<file path="src/rtl/bit4_adder_if.sv">
// -----------------------------------------------------------------------------
// bit4_adder_if
// Request/response bundle for the bit4_adder ALU slice.
//   in_valid  : operands and op are valid this cycle      (master -> slave)
//   op        : 00=ADD, 01=AND, 10=NOT(n1), 11=reserved   (master -> slave)
//   n1, n2    : operands A and B                          (master -> slave)
//   X         : registered result                         (slave -> master)
//   CCR       : registered flags {carry, overflow}        (slave -> master)
//   out_valid : X/CCR hold a result accepted last cycle   (slave -> master)
// -----------------------------------------------------------------------------
interface bit4_adder_if #(
  parameter int WIDTH = 4
);
  logic             in_valid;
  logic [1:0]       op;
  logic [WIDTH-1:0] n1;
  logic [WIDTH-1:0] n2;
  logic [WIDTH-1:0] X;
  logic [1:0]       CCR;
  logic             out_valid;

  modport master (
    output in_valid, op, n1, n2,
    input  X, CCR, out_valid
  );

  modport slave (
    input  in_valid, op, n1, n2,
    output X, CCR, out_valid
  );
endinterface

</file>
<file path="src/rtl/bit4_adder.sv">
// -----------------------------------------------------------------------------
// bit4_adder
// Registered WIDTH-bit arithmetic/logic slice (ADD, AND, NOT) used as a leaf of
// the team ALU. Operands are sampled on a rising clock edge when in_valid is
// high; result and condition codes appear one cycle later with out_valid.
//   clk    : single clock, rising-edge
//   rst_n  : asynchronous active-low reset (clears X, CCR, out_valid)
//   bus    : bit4_adder_if slave modport (in_valid/op/n1/n2 in,
//            X/CCR/out_valid out)
// -----------------------------------------------------------------------------
module bit4_adder #(
  parameter int WIDTH = 4
) (
  input  logic         clk,
  input  logic         rst_n,
  bit4_adder_if.slave  bus
);

  typedef enum logic [1:0] {
    OP_ADD = 2'b00,
    OP_AND = 2'b01,
    OP_NOT = 2'b10,
    OP_RSV = 2'b11
  } op_e;

  localparam int MSB = WIDTH - 1;

  logic [WIDTH-1:0] w_sum;
  logic             w_carry;
  logic             w_overflow;
  logic [WIDTH-1:0] w_x;
  logic [1:0]       w_ccr;

  logic [WIDTH-1:0] r_x;
  logic [1:0]       r_ccr;
  logic             r_out_valid;

  // Ripple-carry chain of full-adder cells, carry-in tied to 0. The running
  // carry is a block-local variable so the chain stays a single combinational
  // path rather than a self-referencing vector.
  always_comb begin : ripple_add
    logic v_c;
    v_c   = 1'b0;
    w_sum = '0;
    for (int i = 0; i < WIDTH; i++) begin
      w_sum[i] = bus.n1[i] ^ bus.n2[i] ^ v_c;
      v_c      = (bus.n1[i] & bus.n2[i]) | (v_c & (bus.n1[i] ^ bus.n2[i]));
    end
    w_carry = v_c;
  end

  // Signed overflow: operands share a sign but the sum's sign differs.
  assign w_overflow = (bus.n1[MSB] == bus.n2[MSB]) && (w_sum[MSB] != bus.n1[MSB]);

  // Result/flag select. Only ADD produces flags; every other op clears them.
  always_comb begin
    // NOTE: defaults first so every path assigns every output - no latches.
    w_x   = '0;
    w_ccr = 2'b00;
    case (op_e'(bus.op))
      OP_ADD: begin
        w_x   = w_sum;
        w_ccr = {w_carry, w_overflow};
      end
      OP_AND: w_x = bus.n1 & bus.n2;
      OP_NOT: w_x = ~bus.n1;
      default: ;  // reserved op: zero result, zero flags, still valid
    endcase
  end

  // Reset wins over a same-cycle request and discards any pending result.
  // NOTE: non-blocking assignments for all registered state.
  always_ff @(posedge clk or negedge rst_n) begin
    if (!rst_n) begin
      r_x         <= '0;
      r_ccr       <= 2'b00;
      r_out_valid <= 1'b0;
    end else if (bus.in_valid) begin
      r_x         <= w_x;
      r_ccr       <= w_ccr;
      r_out_valid <= 1'b1;
    end else begin
      r_out_valid <= 1'b0;  // X/CCR hold while idle
    end
  end

  assign bus.X         = r_x;
  assign bus.CCR       = r_ccr;
  assign bus.out_valid = r_out_valid;

endmodule

</file>
<file path="src/flat_wrapper.sv">
// flat-port wrapper written by rule: the top's interface ports become plain ports
module bit4_adder_flat 
#(
  parameter int WIDTH = 4
)
  (clk, rst_n, bus_in_valid, bus_op, bus_n1, bus_n2, bus_X, bus_CCR, bus_out_valid);
  bit4_adder_if #(.WIDTH(WIDTH)) bus_i ();
  input  logic clk;
  input  logic rst_n;
  input wire logic [$bits(bus_i.in_valid)-1:0] bus_in_valid;
  input wire logic [$bits(bus_i.op)-1:0] bus_op;
  input wire logic [$bits(bus_i.n1)-1:0] bus_n1;
  input wire logic [$bits(bus_i.n2)-1:0] bus_n2;
  output wire logic [$bits(bus_i.X)-1:0] bus_X;
  output wire logic [$bits(bus_i.CCR)-1:0] bus_CCR;
  output wire logic [$bits(bus_i.out_valid)-1:0] bus_out_valid;
  assign bus_i.in_valid = bus_in_valid;
  assign bus_i.op = bus_op;
  assign bus_i.n1 = bus_n1;
  assign bus_i.n2 = bus_n2;
  assign bus_X = bus_i.X;
  assign bus_CCR = bus_i.CCR;
  assign bus_out_valid = bus_i.out_valid;
  bit4_adder #(.WIDTH(WIDTH)) u_core (.clk(clk), .rst_n(rst_n), .bus(bus_i));
endmodule
</file>
<file path="config.mk">
export PLATFORM = sky130hd
export DESIGN_NAME = bit4_adder_flat
export DESIGN_NICKNAME = d
export VERILOG_FILES = /design/src/rtl/bit4_adder_if.sv /design/src/rtl/bit4_adder.sv /design/src/flat_wrapper.sv
export SDC_FILE = /design/constraint.sdc
export NUM_CORES = 1
export LEC_CHECK = 0
export CORE_AREA = 2 2 39 41
export DETAILED_ROUTE_END_ITERATION = 8
export DIE_AREA = 0 0 41 43
export MAX_ROUTING_LAYER = met4
export PLACE_DENSITY = 0.69
export RECOVER_POWER = 25
export SLEW_MARGIN = 20
export SYNTH_ARGS = -nofsm -noshare
export SYNTH_HDL_FRONTEND = slang
export SYNTH_SLANG_ARGS = --single-unit
</file>
<file path="constraint.sdc">
create_clock -name clk -period 2.2 [get_ports clk]
set_input_delay 0.22 -clock clk [delete_from_list [all_inputs] [get_ports clk]]
set_output_delay 0.22 -clock clk [all_outputs]
set_load 0.02 [all_outputs]
</file>
; Yosys cells after proc, flatten, opt, wreduce, memory -nomap -nowiden
; Cells that the tools add are included.
[totals]
regBits = 7
input_bits = 13
[op_classes]
n_reduce_logical = 2
n_mux = 3
n_bitwise = 19
n_eq_ne = 4
[ops]
columns = cell, n
row1 = $pmux 4 s3, 1
row2 = $and 1x1->1, 7
row3 = $xor 1x1->1, 7
row4 = $and 4x4->4, 1
row5 = $not 4->4, 1
row6 = $or 1x1->1, 3
row7 = $eq 2x1->1 const B, 1
row8 = $eq 2x2->1 const B, 1
row9 = $logic_not 2->1, 1
row10 = $mux 2, 1
row11 = $eq 1x1->1, 1
row12 = $logic_and 1x1->1, 1
row13 = $mux 1, 1
row14 = $ne 1x1->1, 1

; Longest topological paths before layout
[logic_depth]
ltp_word = 9
mapped_depth = 8
depth_no_buf = 8

; Least setup slack after synthesis
; Ideal clock, no wire load.
[synth_timing]
path_type = input to register
from = in bus_n2[0]
to = reg u_core.r_x[3] (netlist: u_core.bus.X[3])
path_slack_ns = -0.049
setup_time_ns = 0.082
path_stages = 8
arrival_ns = 2.167
path_cell_list = ha_1 fa_1 fa_1 inv_1 fa_1 nor2b_1 a211o_1 a31oi_1
[synth_via]
elab_chain_len = 7
[synth_rtl]
columns = item, line
row1 = "start, declared", flat_wrapper.sv:13  ; input wire logic [$bits(bus_i.n2)-1:0] bus_n2;
row2 = $and 1x1->1 (2 in series), bit4_adder.sv:47  ; v_c = (bus.n1[i] & bus.n2[i]) | (v_c & (bus.n1[i] ^ bus.n2[i]));
row3 = $or 1x1->1, bit4_adder.sv:47
row4 = $and 1x1->1, bit4_adder.sv:47
row5 = $or 1x1->1, bit4_adder.sv:47
row6 = $xor 1x1->1, bit4_adder.sv:46  ; w_sum[i] = bus.n1[i] ^ bus.n2[i] ^ v_c;
row7 = $pmux 4 s3, bit4_adder.sv:60  ; case (op_e'(bus.op))
row8 = "end signal, assigned", bit4_adder.sv:79  ; r_x <= w_x;
row9 = "end, declared", bit4_adder.sv:34  ; logic [WIDTH-1:0] r_x;
; No other way between the ends.
; A chain may end at the register's enable or synchronous reset.

; Worst setup path in the final report
[layout_timing]
from = in bus_n2[1]
to = reg u_core.r_x[3] (netlist: u_core.bus.X[3])
[layout_via]
elab_chain_len = 7
elab_cells_between_ends = 8
[layout_rtl]
columns = item, line
row1 = $xor 1x1->1, bit4_adder.sv:47
row2 = $and 1x1->1, bit4_adder.sv:47
row3 = $or 1x1->1 *, bit4_adder.sv:47
row4 = $and 1x1->1 *, bit4_adder.sv:47
row5 = $or 1x1->1 *, bit4_adder.sv:47
row6 = $xor 1x1->1 *, bit4_adder.sv:46
row7 = $pmux 4 s3 *, bit4_adder.sv:60
; Every way passes the cells marked *; elsewhere a longest branch is shown, timed or not.

==> results by group <==
Status
  – Status: finished, final reports clean

Power and ir drop
  – Power Dens Cells: 541 mW/mm2
  – Clock power frac: 30.4%
  – Sequential power share: 38.0%
  – Lkg Pwr: about 0.32 nW
  – Worst VDD drop: 0.296 mV
  – Part of the power in combinational logic: 31.7%
  – Net Sw Frac: 28.7%
  – NetSw: between 100 and 150 uW
  – Pint: around 280 uW

Routing
  – First DRT Iteration DRCs: 5
  – Via count: 407
  – Via density: approximately 4.7
  – Routed WL: 870 um
  – DR WL/cell: about 10 um
  – # DRC: 0
  – Detail Route Antenna Nets: 0
  – DRT Pass-1 Iters: 2

Timing
  – Layout Skew: 0 ns
  – Final setup vio count: 0
  – Tcrit/Tclk final: 96.2%
  – RSZ-0062 raised after global routing: no
  – Worst Tran Pin Value: 0.349 ns
  – Minimum clock period: 2.12 ns
  – Final Hold Fails: 0
  – Max transition margin: about three quarters
  – Final hold slack: 0.295 ns
  – Fmax: 0.473 GHz
  – Max Slew Vio Count: 0

Die
  – Die W: 41 um
  – Die Y: between 40 and 50 um
  – Die Area: 0.00176 mm2
  – FP Rows: 14
  – Core Area: 0.00138 mm2
  – Initial Util: 34.5%
  – I/O Pins: 20

Synth
  – Cells after Synth: 46
  – Syn nets: 66
  – Xor/xnor share of the synthesized area: 1.83%
  – Largest family of logic cells by synthesized area: adder cells
  – Post-synthesis simple-gate area fraction: between 10% and 20%
  – Post-synthesis compound-gate area fraction: 12.3%
  – Synth Register Bits: 7
  – Synth warn: 0
  – Seq/Total Area, Yosys: a little over a third
  – Adder-cell area share of the yosys netlist: between 20% and 30%
  – Post-Syn Area per Cell: 10.4 um2
  – Synth unique cells: 18
  – Multiplexer area fraction after synthesis: 4.71%
  – Synthesized area: 478 um2

Critical path
  – Crit-path most repeated cell: fa_2
  – Reg2reg path depth: 1
  – Critical Path RT: between 2 and 2.5 ns
  – Critical path, cell by cell: dlygate4sd2_1 -> fa_2 -> fa_2 -> inv_2 -> fa_1 -> nor2b_1 -> a211o_1 -> a31oi_1
  – Max FO, Critical Path: 2
  – CP Class: input port to flip-flop
  – Slowest stage delay, CP: 0.43 ns
  – CP arrival: 2.29 ns
  – Slowest-stage cell, CP: fa_1
  – Endpoint type of the worst setup path: flip-flop
  – Type of origin of the critical path: input port

Min path
  – Hold Crit Class: input port to asynchronous set/reset pin

CTS
  – CTS tree: done
  – Num CTS Buffers: 3
  – Clk sink count: 7
  – Later-pin clock latency in the skew report: 0.25 ns
  – Setup bufs post-CTS: 0
  – Reg clk slew, reported paths: 0.05 ns
  – Root Buffer: clkbuf_4
  – Clock Path Buffers: 2
  – H-tree Lvls: 1

Global routing
  – Global Route Usage Sum: a little over an eighth
  – Total gr overflow: 0
  – Vias in the first global route: 396
  – Largest net degree at the start of global routing: 12
  – Initial antenna violation count: 0
  – First-pass GRT wire length: roughly 1.5 mm

Place
  – PortBufs: 19
  – Placed Area: between 700 and 800 um2
  – Gpl congestion: 0.699
  – DPL Wire Length: 731 um
  – Placed instance count: 82

Final layout
  – Design area: approximately 700 um2
  – Layout cells sized above 1: roughly 20%
  – Antenna cells: 0
  – Layout area overhead: 49.7%
  – Post-route insts no fill: 86
  – Final nets: 91

Job
  – Maxcap violations: 0
==> synth_stat cells <==
library cell	number	area [um2]
a31oi_1	4	25.0
nand2_1	4	15.0
inv_1	3	11.3
nor2_1	6	22.5
nor4_1	1	6.26
and2b_1	1	7.51
nand2b_1	2	12.5
ha_1	4	50.1
fa_1	3	60.1
buf_6	1	11.3
nor3_1	1	5.00
nor2b_1	1	6.26
mux2_2	2	22.5
xor2_1	1	8.76
dfrtp_1	7	175
a21o_1	1	7.51
buf_2	1	5.00
a211o_1	3	26.3
==> state kept, by name, summed over array words and instances (netlist names) <==
name	flops
u_core.bus.X	4
u_core.bus.CCR	2
u_core.bus.out_valid	1
==> worst max-delay path, delay by kind of cell <==
family	cells	cell delay (ns)
adder cells (fa/ha/maj)	3	1.17
AND/OR/NAND/NOR	1	0.15
AO/OA/AOI/OAI	2	0.43
buffers and inverters	2	0.33
==> per-layer routing <==
metal,global-route usage [%],up-vias,wire length (um),share of wire (%)
met5,-,-,0,0
met4,4.00,0,0,0
met3,6.28,0,54,6.2
met2,18.8,15,427,49
met1,16.7,189,388,45
li1,-,203,-,-
==> stage by stage <==
stage	util [%]	setup slack (ns)	total power [mW]	TNS, ns
2_1_floorplan	-	0.0111	0.212	0
3_3_place_gp	50.7	-0.502	0.274	-0.977
3_5_place_dp	50.7	-0.527	0.276	-1.05
4_1_cts	52.4	0.0103	0.395	0
5_1_grt	51.7	0.0159	0.418	0
6_report	51.7	0.0845	0.387	0
==> timing repair <==
action                                 4_1_cts  5_1_grt
setup endpoints to repair                    2        2
gates resized for setup                      6        3
pin swaps                                    7        6
hold buffers                                 0        0
endpoints found under the hold margin        0        0
==> final timing paths <==
kind	start	end	slack [ns]
setup / recovery	bus_n2[1]	u_core.bus.X[3]$_DFFE_PN0P_	0.08
hold / removal	rst_n	u_core.bus.out_valid$_DFF_PN0_	0.30
setup reg to reg	u_core.bus.CCR[0]$_DFFE_PN0P_	u_core.bus.CCR[0]$_DFFE_PN0P_	1.46
hold reg to reg	u_core.bus.CCR[1]$_DFFE_PN0P_	u_core.bus.CCR[1]$_DFFE_PN0P_	0.50
max in group asynchronous	rst_n	u_core.bus.CCR[0]$_DFFE_PN0P_	1.67
min in group clk	bus_n1[0]	u_core.bus.X[0]$_DFFE_PN0P_	0.38
==> area by class of cell <==
cell class / instances / area, um2
Clock buffer: 4 / 26.3
Inverter: 3 / 11.3
Fill cell: 142 / 668
Multi-Input combinational cell: 34 / 283
Tap cell: 16 / 20.0
Sequential cell: 7 / 175
Timing Repair Buffer: 22 / 200
==> power by group through the flow <==
stage	sequential, mW	combinational [mW]	clock, mW
after floorplan	0.164	0.0474	0
final	0.147	0.123	0.118
after global placement	0.149	0.125	0
after global routing	0.148	0.138	0.132
after detailed placement	0.149	0.127	0
after CTS	0.147	0.126	0.122
==> cell families (layout without fill, tap and decap cells) <==
logic type | Yosys count | after routing
AOI/OAI and AO/OA | 8 | 8
xor gates and xnor gates | 1 | 1
adders and majority gates | 7 | 7
buffers and inverters | 5 | 29
DFF | 7 | 7
muxes | 2 | 2
and+or+nand+nor | 16 | 16
==> cell usage in the layout, fill, tap and decap left out <==
cell type / netlist / layout
ha_1: 4 / 3
buf_4: 0 / 3
nand2_1: 4 / 4
fa_1: 3 / 1
fa_2: 0 / 2
and2b_1: 1 / 1
a31oi_1: 4 / 4
a211o_1: 3 / 3
nor2_1: 6 / 6
nor4_1: 1 / 1
a21o_1: 1 / 1
mux2_2: 2 / 2
dlygate4sd2_1: 0 / 2
inv_1: 3 / 2
xor2_1: 1 / 1
clkdlybuf4s50_1: 0 / 14
nand2b_1: 2 / 2
dlygate4sd3_1: 0 / 1
clkbuf_2: 0 / 2
ha_2: 0 / 1
nor2b_1: 1 / 1
nor3_1: 1 / 1
clkbuf_4: 0 / 3
dfrtp_1: 7 / 7
inv_2: 0 / 1
clkbuf_1: 0 / 1
Note: power is estimated with default switching activity, not from simulation.
